`config.mk`:
```
export PLATFORM = sky130hd
export DESIGN_NAME = network_mul_share_arb
export DESIGN_NICKNAME = d
export VERILOG_FILES = /design/src/rtl/network_mul_share_arb.sv
export SDC_FILE = /design/constraint.sdc
export NUM_CORES = 1
export LEC_CHECK = 0
export CAP_MARGIN = 10
export CORE_AREA = 3 3 88 90
export DETAILED_ROUTE_END_ITERATION = 7
export DIE_AREA = 0 0 91 93
export DONT_BUFFER_PORTS = 1
export GPL_ROUTABILITY_DRIVEN = 0
export MAX_ROUTING_LAYER = met4
export PLACE_DENSITY_LB_ADDON = 0.08
export SYNTH_ARGS = -nofsm -noshare
export SYNTH_HDL_FRONTEND = slang
export SYNTH_SLANG_ARGS = --single-unit
```
`constraint.sdc`:
```
create_clock -name clk -period 3.3 [get_ports clk]
set_clock_uncertainty 0.15 [all_clocks]
set_input_delay 0.33 -clock clk [delete_from_list [all_inputs] [get_ports clk]]
set_output_delay 0.33 -clock clk [all_outputs]
set_load 0.01 [all_outputs]
```
`src/rtl/network_mul_share_arb.sv`:
```
// Round-robin share of one pipelined 15s x 16s multiplier among NUM_REQ requesters.
// Requester IDs ride a {vld,id} pipe that freezes with the multiplier on stall.
module network_mul_share_arb #(
    parameter int NUM_REQ = 4,
    parameter int ID_W    = 2,
    parameter int MUL_LAT = 2
) (
    input  logic                  clk,
    input  logic                  reset,
    input  logic [NUM_REQ-1:0]    req_valid,
    input  logic [NUM_REQ*15-1:0] req_a,
    input  logic [NUM_REQ*16-1:0] req_b,
    output logic [NUM_REQ-1:0]    req_ready,
    output logic                  mul_ce,
    output logic [14:0]           mul_din0,
    output logic [15:0]           mul_din1,
    input  logic [29:0]           mul_dout,
    output logic                  res_valid,
    output logic [ID_W-1:0]       res_id,
    output logic [29:0]           res_data,
    input  logic                  res_ready,
    output logic                  busy
);

    logic [ID_W-1:0]    r_rr;
    logic [MUL_LAT-1:0] r_vld;
    logic [ID_W-1:0]    r_id [MUL_LAT];

    logic               w_issue;
    logic [ID_W-1:0]    w_gid;
    logic [NUM_REQ-1:0] w_grant;
    logic [ID_W-1:0]    w_idx [NUM_REQ];

    assign mul_ce = ~reset & ~(res_valid & ~res_ready);

    // Candidate order: rr, rr+1, ... wrapping modulo NUM_REQ
    for (genvar k = 0; k < NUM_REQ; k++) begin : g_idx
        assign w_idx[k] = ID_W'((32'(r_rr) + k) % NUM_REQ);
    end

    always_comb begin
        w_issue = 1'b0;
        w_gid   = '0;
        w_grant = '0;
        for (int k = 0; k < NUM_REQ; k++) begin
            if (mul_ce && !w_issue && req_valid[w_idx[k]]) begin
                w_issue = 1'b1;
                w_gid   = w_idx[k];
            end
        end
        if (w_issue) begin
            w_grant[w_gid] = 1'b1;
        end
    end

    assign req_ready = w_grant;
    assign mul_din0  = w_issue ? req_a[int'(w_gid)*15 +: 15] : '0;
    assign mul_din1  = w_issue ? req_b[int'(w_gid)*16 +: 16] : '0;

    always_ff @(posedge clk or posedge reset) begin
        if (reset) begin
            r_rr  <= '0;
            r_vld <= '0;
            for (int i = 0; i < MUL_LAT; i++) begin
                r_id[i] <= '0;
            end
        end else if (mul_ce) begin
            r_vld[0] <= w_issue;
            r_id[0]  <= w_gid;
            for (int i = 1; i < MUL_LAT; i++) begin
                r_vld[i] <= r_vld[i-1];
                r_id[i]  <= r_id[i-1];
            end
            if (w_issue) begin
                r_rr <= (w_gid == ID_W'(NUM_REQ - 1)) ? '0 : w_gid + 1'b1;
            end
        end
    end

    assign res_valid = r_vld[MUL_LAT-1];
    assign res_id    = r_id[MUL_LAT-1];
    assign res_data  = mul_dout;
    assign busy      = |r_vld;

endmodule
```
==> tab_implementation.tex, run 1 <==
\begin{tabular}{lr}
\hline
Metric & Value \\
\hline
\multicolumn{2}{l}{\textbf{STA}} \\
\quad Final critical path time including I/O delays and setup & around 2.7 ns \\
\quad Final hold violation count & 0 \\
\quad Max-slew violation count & 0 \\
\quad Total setup violations reported at the end of the flow & 0 \\
\quad Hold slack final & 0.3130 ns \\
\quad Setup repair after global routing missed its margin & false \\
\quad Slew headroom & 0.5918 \\
\quad Total Negative Setup Slacks & 0 ns \\
\quad Maximum achievable frequency & between 300 and 400 MHz \\
\quad Slew at the pin with the worst max-slew slack & roughly 0.61 ns \\
\quad Period Utilization, post-route & 0.8321 \\
\multicolumn{2}{l}{\textbf{Global routing}} \\
\quad Grt met2 use & 0.2128 \\
\quad Global-route met3 utilization & 0.09976 \\
\quad Number of antenna violations at the first check in global routing & 0 \\
\quad Total congestion overflow & 0 \\
\quad Global-route total usage across every layer & 0.1343 \\
\quad Global-route wire length before repair & 8473 um \\
\quad Pin count of the biggest net entering global routing & 22 \\
\quad Via count of the first global-routing pass & approximately 1.3k \\
\quad Met1 capacity usage during global routing & 0.1385 \\
\quad Global-route layer with the greatest usage & met2 \\
\multicolumn{2}{l}{\textbf{Critical path}} \\
\quad R2R Setup Slk & $\sim$1.0 ns \\
\quad Worst Setup Start Kind & register \\
\quad Critical Setup Path Class & reg -> out \\
\quad Worst flop-to-flop path endpoint & r\_rr[1]\$\_DFFE\_PP0P\_ \\
\quad Maximum fanout along the worst path & 18 \\
\quad Chain of cells forming the critical path & a21oi\_1, o21a\_1, o21ai\_1, or2\_1, buf\_4, o22ai\_1 \\
\quad Top delay family on crit path & compound AO/OA/AOI/OAI gates \\
\quad CP arrival & between 2 and 2.5 ns \\
\quad Master of the slowest instance on the critical path & or2\_1 \\
\quad Critical path data required time & roughly 2.8 ns \\
\quad Endpoint class of the critical path & output pin \\
\quad Delay contributed by the slowest stage of the critical path & 0.54 ns \\
\quad Launch instance of the worst register-to-register path & r\_rr[1]\$\_DFFE\_PP0P\_ \\
\quad R2R depth & 8 \\
\quad Sum of buffers and inverters on the critical path & 1 \\
\multicolumn{2}{l}{\textbf{Floorplan}} \\
\quad Initial cell density of the core & 0.2400 \\
\quad Core Area & approximately 7000 um\^{}2 \\
\quad Number of cell rows & 31 \\
\quad Boundary pin count & $\sim$230 \\
\quad Floorplan die area & 8463 um\^{}2 \\
\quad DIE HEIGHT & just over 90 um \\
\quad Horizontal extent of the die & slightly above 90 um \\
\multicolumn{2}{l}{\textbf{Routing}} \\
\quad Number of detailed-route iterations in the first pass & 4 \\
\quad Number of design rule violations left after detail routing & 0 \\
\quad Via density per instance & around 5.3 \\
\quad Detailed-route wire length & between 6000 and 7000 um \\
\quad Detailed Route Iter0 Violations & 38 \\
\quad Routed Antenna Nets & 0 \\
\quad Vias & $\sim$1.4k \\
\quad DR WL/cell & between 20 and 25 um \\
\multicolumn{2}{l}{\textbf{Clocking}} \\
\quad Root Buffer & clkbuf\_8 \\
\quad Maximum clock insertion buffer count & 2 \\
\quad Clock tree from TritonCTS & yes \\
\quad Clock latency at the later pin of the worst-skew pair & about 0.23 ns \\
\quad Number of H-tree branching levels & 1 \\
\quad Num CTS Buffers & 3 \\
\quad Clk slew on worst S/H paths & roughly 0.050 ns \\
\quad Post-CTS Setup Inserts & 0 \\
\quad Total number of clock tree sinks & 8 \\
\multicolumn{2}{l}{\textbf{Layout}} \\
\quad Diode count & 0 \\
\quad Signed area change from the synthesized netlist to the final layout & -8.692\% \\
\quad Net count of the finished layout & 332 \\
\quad Fraction of final layout cells with drive strength greater than 1 & 0.1012 \\
\multicolumn{2}{l}{\textbf{Power}} \\
\quad P\_leak & roughly 0.64 nW \\
\quad Total power per unit cell area & between 500 and 600 nW/um\^{}2 \\
\quad Worst vdd rail ir drop & $\sim$0.00012 V \\
\multicolumn{2}{l}{\textbf{Outcome}} \\
\quad Status & finished, final reports clean \\
\multicolumn{2}{l}{\textbf{Worst hold path}} \\
\quad Min-delay src & r\_id[3]\$\_DFFE\_PP0P\_ \\
\quad Worst hold path endpoint & res\_id[1]\$\_DFFE\_PP0P\_ \\
\quad Hold crit path type & reg -> reg \\
\quad Worst hold path cell count & 2 \\
\multicolumn{2}{l}{\textbf{Synth}} \\
\quad Per-instance average area after synthesis & 8.397 um\^{}2 \\
\quad Cell accounting for the most synthesized area & mux2i\_1 \\
\quad Top-area cell type share of the netlist area & 0.3623 \\
\quad Distinct cell type count after synthesis & 29 \\
\quad Sequential fraction of the synthesis area & 0.1169 \\
\quad Syn nets & between 300 and 400 \\
\quad Flip-flop and latch count after synthesis & 8 \\
\quad Mapped Area & around 1700 um\^{}2 \\
\quad Post-synthesis instance total & slightly above 200 \\
\quad Number of synthesis warnings & 0 \\
\quad Biggest area contributors in the synthesized netlist & mux2i\_1, buf\_4, dfrtp\_1 \\
\multicolumn{2}{l}{\textbf{Run}} \\
\quad Number of maximum-capacitance violations & 0 \\
\multicolumn{2}{l}{\textbf{Placed design}} \\
\quad Sum of net half-perimeters after detailed placement & about 5400 um \\
\quad \# port buffers & 0 \\
\hline
\end{tabular}
## sequential cells by signal, indices dropped and copies added, names as in the netlist
| name | cells |
|---|---|
| r_vld | 2 |
| res_id | 2 |
| r_rr | 2 |
| r_id | 2 |
## cell type report
cell class	instances	area, um^2
fill	814	5573
sequential	8	200.2
tap	99	123.9
timing repair buffer	8	62.56
multi-input combinational	143	1114
inverter	6	22.52
clock buffer	3	41.29
## metal layers
layer  vias to the layer above  share of wire
li1                        640              -
met5                         -              0
met3                         4           0.18
met2                       117           0.48
met1                       642           0.34
met4                         0         0.0019
## layout by cell type, fill, tap and decap left out
master / n
a21o_2: 2
o221ai_1: 1
o21ai_0: 4
mux2i_1: 62
and4_1: 1
inv_1: 6
nand2b_1: 5
a21oi_2: 2
o21ai_1: 1
or2_1: 1
dfrtp_1: 8
ha_1: 1
buf_4: 7
nor2_1: 7
and3_1: 1
a21oi_1: 3
o21a_1: 1
nor2b_1: 1
dlygate4sd3_1: 1
nand2_1: 14
or2_2: 1
nor3_4: 1
clkbuf_8: 3
a21o_1: 1
and2_1: 1
o22ai_1: 31
nor4_4: 1
## through the flow
step | util | instance area, um^2 | worst slack [ns] | std cells | power [W]
finish | 0.2191 | 1564 | 0.5539 | 267 | 0.0008426
detailed placement | 0.2120 | 1513 | 0.7562 | 263 | 0.0007343
global placement | 0.2120 | 1513 | 0.7935 | 263 | 0.0007211
global route | 0.2191 | 1564 | 0.3221 | 267 | 0.0009121
floorplan | - | 1713 | 1.205 | 204 | 0.0007150
CTS | 0.2191 | 1564 | 0.5132 | 267 | 0.0008562
## what timing repair did
item	CTS	global route
hold endpoints to repair	8	0
resized for setup	0	0
hold buffers	1	0
## how the worst max path moves through the flow
stage               slack [ns]  depth (start not counted)            to                  from
floorplan                 1.20                          7  mul_din0[10]  r_vld[1]$_DFFE_PP0P_
global placement          0.79                          5  mul_din1[14]  r_vld[1]$_DFFE_PP0P_
detailed placement        0.76                          5  mul_din1[14]  r_vld[1]$_DFFE_PP0P_
CTS                       0.51                          5  mul_din1[14]  r_vld[1]$_DFFE_PP0P_
global route              0.32                          6  mul_din0[10]   r_rr[1]$_DFFE_PP0P_
finish                    0.55                          6  mul_din0[10]   r_rr[1]$_DFFE_PP0P_
## cell families after synthesis
family / count (synthesis) / share of synthesized area
AO/OA/AOI/OAI: 46 / 0.1709
adder cells (fa/ha/maj): 1 / 0.007303
buffers and inverters: 53 / 0.2330
flip-flops: 8 / 0.1169
multiplexers: 62 / 0.3623
AND/OR/NAND/NOR: 34 / 0.1096
## where the power goes
group / switching [W] / internal [W]
registers: 0.0000336 / 0.000130
logic: 0.000333 / 0.000228
clock network: 0.0000391 / 0.0000791
total: 0.000406 / 0.000436
## worst min-delay path: stages, from the launching register on
cell	delay (ns)
dfrtp_1	0.33
nand2_1	0.05
nand2_1	0.05
## synthesized netlist by cell type, drive strengths merged
| cell | number |
|---|---|
| and4 | 1 |
| mux2i | 62 |
| nor2 | 7 |
| nand2 | 14 |
| o21a | 1 |
| and3 | 1 |
| buf | 44 |
| o22ai | 31 |
| dfrtp | 8 |
| nand2b | 5 |
| nor3 | 1 |
| or2 | 2 |
| inv | 6 |
| nor2b | 1 |
| clkbuf | 3 |
| nor4 | 1 |
| o221ai | 1 |
| and2 | 1 |
| a21o | 3 |
| o21ai | 5 |
| a21oi | 5 |
| ha | 1 |
Note: power is estimated with default switching activity, not from simulation.
==> run 2, diff against run 1 <==
Clock period 3.3 ns to 2.6 ns, I/O delays scaled along.
==> tab_implementation.tex, run 2 (synthesis results as in run 1) <==
\begin{tabular}{lr}
\hline
Metric & Value \\
\hline
\multicolumn{2}{l}{\textbf{Routing}} \\
\quad Vias & 1561 (was 1403) \\
\quad Detailed Route Iter0 Violations & 34 (was 38) \\
\quad Routed wire length on met2 & 3355 um (was 3029 um) \\
\quad Met3 WL & 1150 um (was 1122 um) \\
\quad Number of design rule violations left after detail routing & 0 (unchanged) \\
\quad Via density per instance & 5.135 (was 5.255) \\
\quad Routed Antenna Nets & 0 (unchanged) \\
\quad Number of detailed-route iterations in the first pass & 4 (unchanged) \\
\quad DRT met1 WL & 2457 um (was 2170 um) \\
\quad Highest metal layer with signal wires & met4 (unchanged) \\
\quad DR WL/cell & 23.09 um (was 23.73 um) \\
\quad Detailed-route wire length & 7019 um (was 6335 um) \\
\multicolumn{2}{l}{\textbf{Clocking}} \\
\quad Clock tree from TritonCTS & yes (unchanged) \\
\quad Root Buffer & clkbuf\_8 (unchanged) \\
\quad Clock latency at the later pin of the worst-skew pair & 0.23 ns (about the same) \\
\quad Maximum clock insertion buffer count & 2 (unchanged) \\
\quad Num CTS Buffers & 3 (unchanged) \\
\quad Total number of clock tree sinks & 8 (unchanged) \\
\quad Number of H-tree branching levels & 1 (unchanged) \\
\quad Clk slew on worst S/H paths & 0.04 ns (was 0.05 ns) \\
\multicolumn{2}{l}{\textbf{Layout}} \\
\quad Most frequent cells in the layout & mux2i\_1, buf\_4, o22ai\_1, nand2\_1 (was mux2i\_1, o22ai\_1, nand2\_1, dfrtp\_1) \\
\quad Leading cell type in the layout, fill and taps excluded & mux2i\_1 (unchanged) \\
\quad Signed area change from the synthesized netlist to the final layout & 11.40\% (was -8.692\%) \\
\quad Net count of the finished layout & 369 (was 332) \\
\quad Fill cell instance count of the final layout & 808 (was 814) \\
\quad Diode count & 0 (unchanged) \\
\quad Fraction of final layout cells with drive strength greater than 1 & 0.2780 (was 0.1012) \\
\multicolumn{2}{l}{\textbf{Run}} \\
\quad Number of maximum-capacitance violations & 0 (unchanged) \\
\multicolumn{2}{l}{\textbf{Power}} \\
\quad Total chip power & 0.001308 W (was 0.0008426 W) \\
\quad Worst vdd rail ir drop & 0.0001764 V (was 0.0001158 V) \\
\quad P\_leak & 0.8589 nW (was 0.6450 nW) \\
\quad Total power per unit cell area & 685.3 nW/um\^{}2 (was 538.7 nW/um\^{}2) \\
\multicolumn{2}{l}{\textbf{Critical path}} \\
\quad Critical path data required time & 2.19 ns (was 2.82 ns) \\
\quad CP arrival & 2.10 ns (was 2.27 ns) \\
\quad Critical Setup Path Class & reg -> out (unchanged) \\
\quad Delay contributed by the slowest stage of the critical path & 0.42 ns (was 0.54 ns) \\
\quad Most used cell along the critical path & buf\_4 \\
\quad Worst Setup Start Kind & register (unchanged) \\
\quad Master of the slowest instance on the critical path & dfrtp\_1 (was or2\_1) \\
\quad Chain of cells forming the critical path & nand2b\_4, a21oi\_4, nor4\_4, buf\_4, buf\_12, mux2i\_1, o22ai\_1, buf\_4 (was a21oi\_1, o21a\_1, o21ai\_1, or2\_1, buf\_4, o22ai\_1) \\
\quad Endpoint class of the critical path & output pin (unchanged) \\
\quad Maximum fanout along the worst path & 17 (was 18) \\
\multicolumn{2}{l}{\textbf{Floorplan}} \\
\quad Floorplan die area & 8463 um\^{}2 (unchanged) \\
\quad Horizontal extent of the die & 91 um (unchanged) \\
\quad Core Area & 7137 um\^{}2 (unchanged) \\
\quad Number of cell rows & 31 (unchanged) \\
\quad Initial cell density of the core & 0.2400 (unchanged) \\
\quad Boundary pin count & 231 (unchanged) \\
\quad DIE HEIGHT & 93 um (unchanged) \\
\multicolumn{2}{l}{\textbf{STA}} \\
\quad Final critical path time including I/O delays and setup & roughly 2.5 ns \\
\quad Period Utilization, post-route & 0.9646 \\
\quad Total setup violations reported at the end of the flow & 0 (unchanged) \\
\quad Final hold violation count & 0 (unchanged) \\
\quad Maximum achievable frequency & between 300 and 400 MHz \\
\quad Worst setup slack after layout & 0.09206 ns (was 0.5539 ns) \\
\quad Hold slack final & 0.3020 ns (was 0.3130 ns) \\
\quad Slew headroom & 0.7561 (was 0.5918) \\
\quad Max-slew violation count & 0 (unchanged) \\
\quad Slew at the pin with the worst max-slew slack & 0.3654 ns (was 0.6123 ns) \\
\multicolumn{2}{l}{\textbf{Global routing}} \\
\quad Number of antenna violations at the first check in global routing & 0 (unchanged) \\
\quad Global-route total usage across every layer & 0.1396 (was 0.1343) \\
\quad Total congestion overflow & 0 (unchanged) \\
\quad Via count of the first global-routing pass & 1546 (was 1336) \\
\quad Pin count of the biggest net entering global routing & 36 (was 22) \\
\quad Global-route wire length before repair & 8997 um (was 8473 um) \\
\multicolumn{2}{l}{\textbf{Placed design}} \\
\quad Placement Setup Slack & 0.3713 ns (was 0.7562 ns) \\
\quad Sum of net half-perimeters after detailed placement & 5479 um (was 5430 um) \\
\quad \# port buffers & 0 (unchanged) \\
\multicolumn{2}{l}{\textbf{Outcome}} \\
\quad Status & finished, final reports clean (unchanged) \\
\multicolumn{2}{l}{\textbf{Worst hold path}} \\
\quad Hold crit path type & in -> async (was reg -> reg) \\
\hline
\end{tabular}
==> run 2: worst paths after layout <==
| kind | from | endpoint | slack [ns] | cells past startpoint |
|---|---|---|---|---|
| max | r_rr[0]$_DFFE_PP0P_ | mul_din0[0] | 0.09 | 8 |
| min | reset | r_vld[1]$_DFFE_PP0P_ | 0.30 | 2 |
| max reg2reg | r_rr[0]$_DFFE_PP0P_ | r_rr[1]$_DFFE_PP0P_ | 0.53 | 8 |
| min reg2reg | r_id[2]$_DFFE_PP0P_ | res_id[0]$_DFFE_PP0P_ | 0.33 | 2 |
| max in group asynchronous | reset | r_rr[1]$_DFFE_PP0P_ | 1.71 | 2 |
| min in group clk | r_id[2]$_DFFE_PP0P_ | res_id[0]$_DFFE_PP0P_ | 0.33 | 2 |
==> run 2: cell type report <==
| class | instances | area (um^2) | share of cell area |
|---|---|---|---|
| clock buffer | 3 | 41.29 | 0.02164 |
| timing repair buffer | 45 | 390.4 | 0.2046 |
| tap | 99 | 123.9 | 0.06492 |
| sequential | 8 | 201.4 | 0.1056 |
| inverter | 6 | 22.52 | 0.01180 |
| multi-input combinational | 143 | 1129 | 0.5915 |
==> run 2: stage by stage <==
stage                     utilization  std cells  area (um^2)  setup TNS (ns)
after floorplan                     -        204         1713               0
after global placement         0.2502        296         1785               0
after detailed placement       0.2502        296         1785               0
after CTS                      0.2574        300         1837               0
after global routing           0.2674        304         1908         -0.1893
final                          0.2674        304         1908               0
==> run 2: what timing repair did <==
action                                 in CTS  in global routing
gates resized for setup                     0                  8
endpoints found under the hold margin       8                  0
setup endpoints to repair                   0                  1
setup buffers                               0                  2
hold buffers                                1                  0
==> run 2: power breakdown <==
part | internal [W] | total (W) | switching, W | leakage (nW)
clock network | 0.000101 | 0.000154 | 0.0000533 | 0.0216
registers | 0.000166 | 0.000213 | 0.0000478 | 0.0963
logic | 0.000464 | 0.000940 | 0.000476 | 0.741
total | 0.000730 | 0.00131 | 0.000577 | 0.859
==> run 2: metal layers <==
metal  up-vias  track usage
li1        713            -
met1       731       0.1472
met2       109       0.2170
met3         8      0.09815
met4         0      0.02638
met5         -            -
==> run 2: worst max-delay path, delay by kind of cell (launching register included) <==
kind                   cells  cell delay, ns
AND/OR/NAND/NOR            2            0.54
buffers and inverters      3            0.53
flip-flops                 1            0.42
multiplexers               1            0.21
AO/OA/AOI/OAI              2            0.16
